--- src/rtl/rv32im_trap_seq.sv ---
// Trap-entry / mret CSR sequencer for rv32im. Owns the single CSR regfile port,
// walks the multi-cycle CSR sequences and grants pipeline Zicsr accesses when idle.
//
// state      | meaning
// IDLE       | no sequence; pipeline may be granted the CSR port
// T_RMST     | trap: read mstatus into mst_q
// T_MEPC     | trap: write mepc (word aligned pc)
// T_MCAUSE   | trap: write mcause
// T_MTVAL    | trap: write mtval
// T_WMST     | trap: write mstatus (MPIE<=MIE, MIE<=0, MPP<=priv)
// T_RVEC     | trap: read mtvec, compute handler target
// M_RMST     | mret: read mstatus into mst_q
// M_WMST     | mret: write mstatus (MIE<=MPIE, MPIE<=1, MPP<=0), keep old MPP
// M_RMEPC    | mret: read mepc as return target
// REDIRECT   | one-cycle redirect strobe, privilege switch at end of cycle
module rv32im_trap_seq #(
  parameter int         XLEN       = 32,
  parameter int         CSR_AW     = 12,
  parameter logic [1:0] RESET_PRIV = 2'b11
) (
  input  logic              clk_i,
  input  logic              rst_i,
  input  logic              trap_req_i,
  input  logic [XLEN-1:0]   trap_cause_i,
  input  logic [XLEN-1:0]   trap_pc_i,
  input  logic [XLEN-1:0]   trap_tval_i,
  input  logic              mret_req_i,
  input  logic              pipe_csr_req_i,
  input  logic [CSR_AW-1:0] pipe_csr_addr_i,
  input  logic [XLEN-1:0]   pipe_csr_wdata_i,
  input  logic              pipe_csr_we_i,
  output logic              pipe_csr_gnt_o,
  output logic [XLEN-1:0]   pipe_csr_rdata_o,
  output logic [CSR_AW-1:0] csr_addr_o,
  output logic [XLEN-1:0]   csr_wdata_o,
  output logic              csr_write_en_o,
  output logic              csr_read_en_o,
  input  logic [XLEN-1:0]   csr_rdata_i,
  output logic [1:0]        priv_mode_o,
  output logic              redirect_valid_o,
  output logic [XLEN-1:0]   redirect_pc_o,
  output logic              busy_o
);

  localparam logic [CSR_AW-1:0] ADDR_MSTATUS = CSR_AW'(12'h300);
  localparam logic [CSR_AW-1:0] ADDR_MTVEC   = CSR_AW'(12'h305);
  localparam logic [CSR_AW-1:0] ADDR_MEPC    = CSR_AW'(12'h341);
  localparam logic [CSR_AW-1:0] ADDR_MCAUSE  = CSR_AW'(12'h342);
  localparam logic [CSR_AW-1:0] ADDR_MTVAL   = CSR_AW'(12'h343);

  typedef enum logic [3:0] {
    S_IDLE, S_T_RMST, S_T_MEPC, S_T_MCAUSE, S_T_MTVAL, S_T_WMST, S_T_RVEC,
    S_M_RMST, S_M_WMST, S_M_RMEPC, S_REDIRECT
  } state_t;

  state_t            state_q, state_d;
  logic [XLEN-1:0]   cause_q, cause_d;
  logic [XLEN-1:0]   pc_q, pc_d;
  logic [XLEN-1:0]   tval_q, tval_d;
  logic [XLEN-1:0]   mst_q, mst_d;
  logic [XLEN-1:0]   target_q, target_d;
  logic [XLEN-1:0]   redirect_pc_q, redirect_pc_d;
  logic [1:0]        priv_q, priv_d;
  logic [1:0]        priv_nxt_q, priv_nxt_d;

  logic [XLEN-1:0]   mst_trap, mst_mret, vec_base;

  always_comb begin
    mst_trap        = mst_q;
    mst_trap[7]     = mst_q[3];
    mst_trap[3]     = 1'b0;
    mst_trap[12:11] = priv_q;

    mst_mret        = mst_q;
    mst_mret[3]     = mst_q[7];
    mst_mret[7]     = 1'b1;
    mst_mret[12:11] = 2'b00;

    vec_base = {csr_rdata_i[XLEN-1:2], 2'b00};

    state_d       = state_q;
    cause_d       = cause_q;
    pc_d          = pc_q;
    tval_d        = tval_q;
    mst_d         = mst_q;
    target_d      = target_q;
    redirect_pc_d = redirect_pc_q;
    priv_d        = priv_q;
    priv_nxt_d    = priv_nxt_q;

    csr_addr_o       = '0;
    csr_wdata_o      = '0;
    csr_write_en_o   = 1'b0;
    csr_read_en_o    = 1'b0;
    pipe_csr_gnt_o   = 1'b0;
    pipe_csr_rdata_o = '0;

    case (state_q)
      S_IDLE: begin
        if (trap_req_i) begin
          state_d = S_T_RMST;
          cause_d = trap_cause_i;
          pc_d    = {trap_pc_i[XLEN-1:2], 2'b00};
          tval_d  = trap_tval_i;
        end else if (mret_req_i) begin
          state_d = S_M_RMST;
        end else if (pipe_csr_req_i) begin
          pipe_csr_gnt_o   = 1'b1;
          csr_addr_o       = pipe_csr_addr_i;
          csr_wdata_o      = pipe_csr_wdata_i;
          csr_write_en_o   = pipe_csr_we_i;
          csr_read_en_o    = 1'b1;
          pipe_csr_rdata_o = csr_rdata_i;
        end
      end
      S_T_RMST: begin
        csr_addr_o    = ADDR_MSTATUS;
        csr_read_en_o = 1'b1;
        mst_d         = csr_rdata_i;
        state_d       = S_T_MEPC;
      end
      S_T_MEPC: begin
        csr_addr_o     = ADDR_MEPC;
        csr_wdata_o    = pc_q;
        csr_write_en_o = 1'b1;
        state_d        = S_T_MCAUSE;
      end
      S_T_MCAUSE: begin
        csr_addr_o     = ADDR_MCAUSE;
        csr_wdata_o    = cause_q;
        csr_write_en_o = 1'b1;
        state_d        = S_T_MTVAL;
      end
      S_T_MTVAL: begin
        csr_addr_o     = ADDR_MTVAL;
        csr_wdata_o    = tval_q;
        csr_write_en_o = 1'b1;
        state_d        = S_T_WMST;
      end
      S_T_WMST: begin
        csr_addr_o     = ADDR_MSTATUS;
        csr_wdata_o    = mst_trap;
        csr_write_en_o = 1'b1;
        state_d        = S_T_RVEC;
      end
      S_T_RVEC: begin
        csr_addr_o    = ADDR_MTVEC;
        csr_read_en_o = 1'b1;
        // Vectored mode only offsets interrupts; the add wraps at XLEN bits.
        if (csr_rdata_i[1:0] == 2'b01 && cause_q[XLEN-1])
          target_d = vec_base + {cause_q[XLEN-3:0], 2'b00};
        else
          target_d = vec_base;
        priv_nxt_d = 2'b11;
        state_d    = S_REDIRECT;
      end
      S_M_RMST: begin
        csr_addr_o    = ADDR_MSTATUS;
        csr_read_en_o = 1'b1;
        mst_d         = csr_rdata_i;
        state_d       = S_M_WMST;
      end
      S_M_WMST: begin
        csr_addr_o     = ADDR_MSTATUS;
        csr_wdata_o    = mst_mret;
        csr_write_en_o = 1'b1;
        priv_nxt_d     = mst_q[12:11];
        state_d        = S_M_RMEPC;
      end
      S_M_RMEPC: begin
        csr_addr_o    = ADDR_MEPC;
        csr_read_en_o = 1'b1;
        target_d      = {csr_rdata_i[XLEN-1:2], 2'b00};
        state_d       = S_REDIRECT;
      end
      S_REDIRECT: begin
        priv_d        = priv_nxt_q;
        redirect_pc_d = target_q;
        state_d       = S_IDLE;
      end
      default: state_d = S_IDLE;
    endcase

    // A reset in the same cycle must not let a pending write commit.
    if (rst_i) begin
      csr_write_en_o   = 1'b0;
      csr_read_en_o    = 1'b0;
      pipe_csr_gnt_o   = 1'b0;
      pipe_csr_rdata_o = '0;
    end
  end

  always_ff @(posedge clk_i) begin
    if (rst_i) begin
      state_q       <= S_IDLE;
      cause_q       <= '0;
      pc_q          <= '0;
      tval_q        <= '0;
      mst_q         <= '0;
      target_q      <= '0;
      redirect_pc_q <= '0;
      priv_q        <= RESET_PRIV;
      priv_nxt_q    <= '0;
    end else begin
      state_q       <= state_d;
      cause_q       <= cause_d;
      pc_q          <= pc_d;
      tval_q        <= tval_d;
      mst_q         <= mst_d;
      target_q      <= target_d;
      redirect_pc_q <= redirect_pc_d;
      priv_q        <= priv_d;
      priv_nxt_q    <= priv_nxt_d;
    end
  end

  assign busy_o           = (state_q != S_IDLE);
  assign redirect_valid_o = (state_q == S_REDIRECT) & ~rst_i;
  assign redirect_pc_o    = (state_q == S_REDIRECT) ? target_q : redirect_pc_q;
  assign priv_mode_o      = priv_q;

endmodule

--- config.mk ---
export PLATFORM = sky130hd
export DESIGN_NAME = rv32im_trap_seq
export DESIGN_NICKNAME = d
export VERILOG_FILES = /design/src/rtl/rv32im_trap_seq.sv
export SDC_FILE = /design/constraint.sdc
export NUM_CORES = 1
export LEC_CHECK = 0
export CAP_MARGIN = 40
export CORE_MARGIN = 2
export CORE_UTILIZATION = 51
export CTS_BUF_LIST = sky130_fd_sc_hd__clkbuf_4 sky130_fd_sc_hd__clkbuf_8
export CTS_CLUSTER_DIAMETER = 100
export CTS_CLUSTER_SIZE = 25
export DETAILED_ROUTE_END_ITERATION = 10
export PLACE_DENSITY_LB_ADDON = 0.1
export SLEW_MARGIN = 20
export SYNTH_ARGS = -nofsm -noshare
export SYNTH_HDL_FRONTEND = slang
export SYNTH_SLANG_ARGS = --single-unit
--- constraint.sdc ---
create_clock -name clk_i -period 5.63 [get_ports clk_i]
set_clock_uncertainty 0.2 [all_clocks]
set_input_delay 0.8445 -clock clk_i [delete_from_list [all_inputs] [get_ports clk_i]]
set_output_delay 0.8445 -clock clk_i [all_outputs]
set_load 0.1 [all_outputs]
==> key figures <==
Timing
  • Final Worst Setup Slack: 1108 ps
  • RSZ-0062 raised after global routing: false
  • Relative slew slack: 0.4782
  • Maximum clock frequency: 0.2211 GHz
  • Final max-slew violation count: 0
  • Final Cycle Share: 0.8032
  • Final hold violations: 0
  • # setup viols final: 0
  • Fin crit period: 4522 ps
  • Aggregate negative setup slack: 0 ps
  • Worst-margin pin slew: a little under 800 ps

Drt
  • ANT nets after route: 0
  • Via density: approximately 5.6
  • DRT Pass-1 Iters: 5
  • Vias post-DR: slightly above 10000
  • Routed WL per cell: about 18 um
  • DRT iter0 DRCs: 716
  • WL final: 33230 um
  • Post-route DRC: 0

Die
  • Row cnt: 51
  • Total die area: ~0.021 sq mm
  • Die W: 143.6 um
  • Core box area: about 0.019 sq mm
  • Starting Density: 0.5158
  • Die Y: 143.6 um
  • Number of I/O pins: 293

Clocking
  • Worst-Skew Late Latency: ~480 ps
  • TritonCTS clock tree: yes
  • CTS Buffer Depth: 2
  • Clk sink count: 196
  • TritonCTS buffer count: 17
  • CTS hold repair buffers: 0
  • Post-cts resize count: 0
  • Worst-path clk slew: 110 ps
  • H-tree depth: 4
  • CTS root buf: clkbuf_8
  • Number of setup buffers added after CTS: 0

Placement
  • Number of buffers added on ports: 290
  • Detailed placement HPWL: 24060 um
  • Setup slack at placement: 1199 ps
  • Routability congestion estimate: 0.9499

Synth
  • Number of distinct library cells after synthesis: 57
  • Top post-synthesis cells by count: nand2_1 (360), dfxtp_1 (196), a21oi_1 (164)
  • Yosys top cell by area: dfxtp_1
  • FFs w/ async S/R, synth: 0
  • Synth Flop Type: dfxtp_1
  • Post-synth top area share: 0.3947
  • Post-synth EDFFs: 0
  • Cell area after synthesis: 0.009941 sq mm
  • Count leader, synth: nand2_1
  • Yosys Warn Count: 0
  • Syn_area_per_cell: 7.694 sq um
  • Synth Register Bits: 196
  • Dominant cells by area after synthesis: dfxtp_1 (39%), nand2_1 (14%), a21oi_1 (8.3%)
  • Mapped Cells: roughly 1300
  • Sequential-to-total area share from yosys stat: 0.3947
  • Post-Syn Nets: 1500

Power and ir drop
  • Sw Pwr: ~1.8 mW
  • Comb pwr share: 0.381
  • Clock share of power: 0.221
  • Max IR drop VDD: 0.0002462 V
  • Leakage power: 5.817 nW
  • P_int: 2.361 mW
  • Switching share of power: 0.4258
  • Flop pwr share: 0.398
  • Pwr/cell area: roughly 300 mW/mm^2

Setup path
  • Crit path buffers/inverters: 3
  • CP delay by family, top: simple AND/OR/NAND/NOR gates
  • Worst r2r src: cause_q[0]
  • Kind of critical path: register to output pin
  • Crit path required time: between 4000 and 5000 ps
  • Max incr delay on CP: 500 ps
  • Crit-path cells: nor4_1 -> clkbuf_2 -> nand2b_1 -> nor2_1 -> and2_2 -> buf_12 -> a221o_1 -> buf_4
  • CP max FO: 61
  • CP Capture Type: output pin
  • Slowest cell on the critical path: nor2_1
  • Critical Path Source: state_q[2]
  • CP startpoint kind: register
  • WP data arrival: 3480 ps

Hold path
  • Beginning of the worst hold path: target_q[4]
  • Worst min path class: register to register

Finish
  • Layout cells sized above 1: 0.1374
  • P&R area growth vs syn: 39.96%
  • Final net count: 1775

Job
  • Max cap viols: 0

Global routing
  • Largest net degree at the start of global routing: 68
  • Vias in the first global route: 9506
  • Initial antenna violation count: 0
  • First-pass GRT wire length: slightly above 50000 um
  • All-Layer GR Usage: 0.3140
  • Grt ovf: 0

Run status
  • Status: finished, final reports clean
==> power by group through the flow <==
stage	combinational, mW	clock [mW]	sequential [mW]
6_report	1.56	0.910	1.64
5_1_grt	1.67	0.984	1.65
4_1_cts	1.55	0.922	1.63
3_5_place_dp	1.54	0	1.66
3_3_place_gp	1.50	0	1.66
2_1_floorplan	1.11	0	1.61
==> per-stage QoR <==
stage	cells	utilization	total power, mW	hold slack, ps	instance area [sq um]
final	1845	0.7220	4.112	255.6	13910
after global routing	1844	0.7219	4.309	275.6	13910
after CTS	1842	0.7202	4.106	258.8	13880
after detailed placement	1811	0.6994	3.209	242.3	13480
after global placement	1766	0.6630	3.154	239.4	12780
after floorplan	1292	-	2.722	228.5	9941
==> sequential cells by signal (all words and copies together) (netlist names) <==
signal and cells:
target_q 30, redirect_pc_q 32, cause_q 32, state_q 4
tval_q 32, priv_nxt_q 2, priv_mode_o 2, mst_q 32
pc_q 30
==> path summary, 6_finish.rpt <==
path	endpoint	slack (ps)	cells past startpoint
setup / recovery	csr_wdata_o[18]	1110	8
hold / removal	target_q[4]	260	2
setup reg to reg	target_q[28]	2360	11
hold reg to reg	target_q[4]	260	2
==> layout make-up <==
type	instances	area, sq um
fillers	1636	5358
multi-input cells	992	5668
well taps	265	331.6
inverters	10	37.54
flip-flops and latches	196	3924
diodes	1	2.502
clock buffers	17	234.0
clock inverters	14	166.4
repair buffers	350	3550
==> placed cells by master, fill, tap and decap left out, drive strengths merged, types with 7 or more instances in the layout <==
cell type,Yosys,final
xnor2,10,10
and2,38,38
a221o,26,26
nand3,16,16
clkbuf,81,18
xor2,9,9
nor2b,7,7
o21ai,27,27
clkdlybuf4s50,0,214
and3,45,45
inv,10,16
a211oi,10,10
a311oi,13,13
nor2,55,55
a21oi,164,164
a22oi,29,29
ha,29,29
dfxtp,196,196
a31oi,11,11
a21o,17,17
buf,13,135
clkinv,0,7
nand2,360,360
mux2i,10,10
nand2b,7,7
mux2,32,32
nor3,23,23
==> logic make-up (layout without fill, tap and decap cells) <==
group / Yosys count / count (layout) / share of synthesized area
flops: 196 / 196 / 0.3947
simple gates: 574 / 574 / 0.2535
buf+inv: 104 / 391 / 0.04065
other cells: 0 / 1 / 0
xor+xnor: 19 / 19 / 0.01674
fa+ha+maj: 30 / 30 / 0.03852
mux: 42 / 42 / 0.04632
compound gates: 327 / 327 / 0.2096
==> per-layer routing <==
| metal | wire [um] | track usage |
|---|---|---|
| met5 | 0 | 0 |
| met4 | 882 | 0.1017 |
| met2 | 15350 | 0.4947 |
| met1 | 14750 | 0.4390 |
| met3 | 2240 | 0.05165 |
==> worst min-delay path: cells and delay by family, from the launching register on <==
| kind | cells | cell delay, ps |
|---|---|---|
| AND/OR/NAND/NOR | 1 | 50 |
| flip-flops | 1 | 320 |
| AO/OA/AOI/OAI | 1 | 50 |
Note: power is estimated with default switching activity, not from simulation.
==> RTL edit (config.mk and constraints unchanged) <==
Make the reset (`rst_i`) asynchronous in one clocked block.
--- a/src/rtl/rv32im_trap_seq.sv
+++ b/src/rtl/rv32im_trap_seq.sv
@@ -190,7 +190,7 @@
     end
   end
 
-  always_ff @(posedge clk_i) begin
+  always_ff @(posedge clk_i or posedge rst_i) begin
     if (rst_i) begin
       state_q       <= S_IDLE;
       cause_q       <= '0;
Behaviour: differs if rst_i is asserted again (counterexample within 4 cycles, from zero or initial values and one cycle with rst_i high); with rst_i held inactive, the same outputs for 4 cycles.
==> RTL edit against the unedited design <==
  * Die area is 4.5% higher
  * Count of clock-buffer cells in the layout stayed put
  * Cell area is 3.9% higher
  * Sequential cell count stayed put
  * Worst setup slack worse by 0.13 ns
  * Synthesized area is 4.7% higher
  * Wire length is 3.1% lower
  * Largest cell class unchanged
Power is left out: the tool's default activity adds up to more than one toggle a clock period on the data nets, which glitch-free logic cannot reach.
==> RTL edit: results (changes against the unedited design) <==
{| class="wikitable"
! Metric !! Value
|-
| Result of the run || finished clean
|-
| Met1 Routed Length || 15000 um (+1.5%)
|-
| Hold EP || target_q[15]
|-
| Top area cells in the synthesized netlist || dfrtp_1 (47%), mux2_2 (17%), nand2_1 (4.1%)
|-
| Net count after synthesis || 1174 (-22%)
|-
| Number of unique standard cell types used by synthesis || 66 (+16%)
|-
| Post-synthesis async set-or-reset flop share || 100% (+100 points)
|-
| CP Data Arrival Time || 3.61 ns (+0.13 ns)
|-
| Number of fillers in the final layout || 1521 (-7.0%)
|-
| Cell types with the highest counts after synthesis || dfrtp_1 (194), mux2_2 (159), nand2_1 (114)
|-
| Vias || 8796 (-15%)
|-
| Amount of wire on met2 after detailed routing || 14300 um (-7.1%)
|-
| Wire length of the first global-routing pass || 50100 um (-0.63%)
|-
| R2R Path End || target_q[26]
|-
| XOR/XNOR Fraction of Synth Area || 1.77% (+0.094 points)
|-
| Total number of nets in the final design || 1476 (-17%)
|-
| Detailed-route wire length || 32200 um (-3.1%)
|-
| Overall fraction of global-route tracks in use || 30.3% (-1.1 points)
|-
| Routability-driven placement congestion ratio || 0.910 (-4.2%)
|-
| Half-perimeter wire length after placement || 24200 um (+0.75%)
|-
| Slowest cell on the critical path || nor4_1
|-
| Number of global-route vias before repair || 8537 (-10%)
|-
| Maximum number of pins on one net before global-route repair || 82 (+21%)
|-
| Sequential share of the synthesized area || 47.2% (+7.7 points)
|-
| FF-to-FF Start || cause_q[0]
|-
| Library cell with the highest instance count after synthesis || dfrtp_1
|-
| Detailed Route Iter0 Violations || 705 (-1.5%)
|-
| Worst-path fanout max || 49 (-20%)
|-
| Worst hold path startpoint || target_q[15]
|}
RTL edit: kinds of logic after synthesis:
group,count (synthesis)
flip-flops,196
XOR/XNOR,21
buffers and inverters,74
AND/OR/NAND/NOR,270
AO/OA/AOI/OAI,214
adder cells (fa/ha/maj),30
multiplexers,161
RTL edit: worst max-delay path by stage:
stage          slack, ns                    to      startpoint  cells after the start
5_1_grt             0.73        csr_wdata_o[5]      state_q[2]                      5
6_report            0.98        csr_wdata_o[5]      state_q[2]                      5
4_1_cts             0.81        csr_wdata_o[5]      state_q[3]                      5
3_3_place_gp        1.21         csr_addr_o[9]      trap_req_i                      6
3_5_place_dp        1.33          target_q[28]  csr_rdata_i[2]                     12
2_1_floorplan       1.05  pipe_csr_rdata_o[31]           rst_i                      3
RTL edit: worst reg2reg max path, stage by stage, from the launching register on:
cell and delay [ns]:
dfrtp_1 0.44, ha_1 0.23, fa_1 0.44, a211o_1 0.32
o211ai_1 0.21, a2111oi_2 0.21, o2111ai_1 0.35, nand2_1 0.14
a31oi_1 0.22, xnor2_1 0.14, nand2_1 0.09, a31oi_1 0.21
RTL edit: final cells by class:
| class | count | area [sq um] | area share, % |
|---|---|---|---|
| antenna | 2 | 5.00 | 0.0346 |
| clock buffer | 17 | 234 | 1.62 |
| clock inverter | 14 | 178 | 1.23 |
| inverter | 11 | 48.8 | 0.338 |
| multi-input combinational | 696 | 5250 | 36.3 |
| sequential | 196 | 4910 | 33.9 |
| tap | 270 | 338 | 2.34 |
| timing repair buffer | 346 | 3500 | 24.2 |
RTL edit: through the flow:
step                      setup slack, ns  area [sq um]  instances  utilization (%)  hold slack [ns]
after floorplan                      1.05         10400        966                -            0.243
after global placement               1.21         13400       1477             66.4            0.261
after detailed placement             1.33         14000       1518             69.8            0.267
after CTS                           0.808         14400       1549             71.8            0.295
after global routing                0.727         14500       1552             71.9            0.323
final                               0.980         14500       1552             71.9            0.297
RTL edit: routing by layer:
layer | vias up | track usage, %
met3 | 43 | 6.80
met1 | 4257 | 45.9
met5 | - | 0
li1 | 4149 | -
met2 | 347 | 43.7
met4 | 0 | 8.83
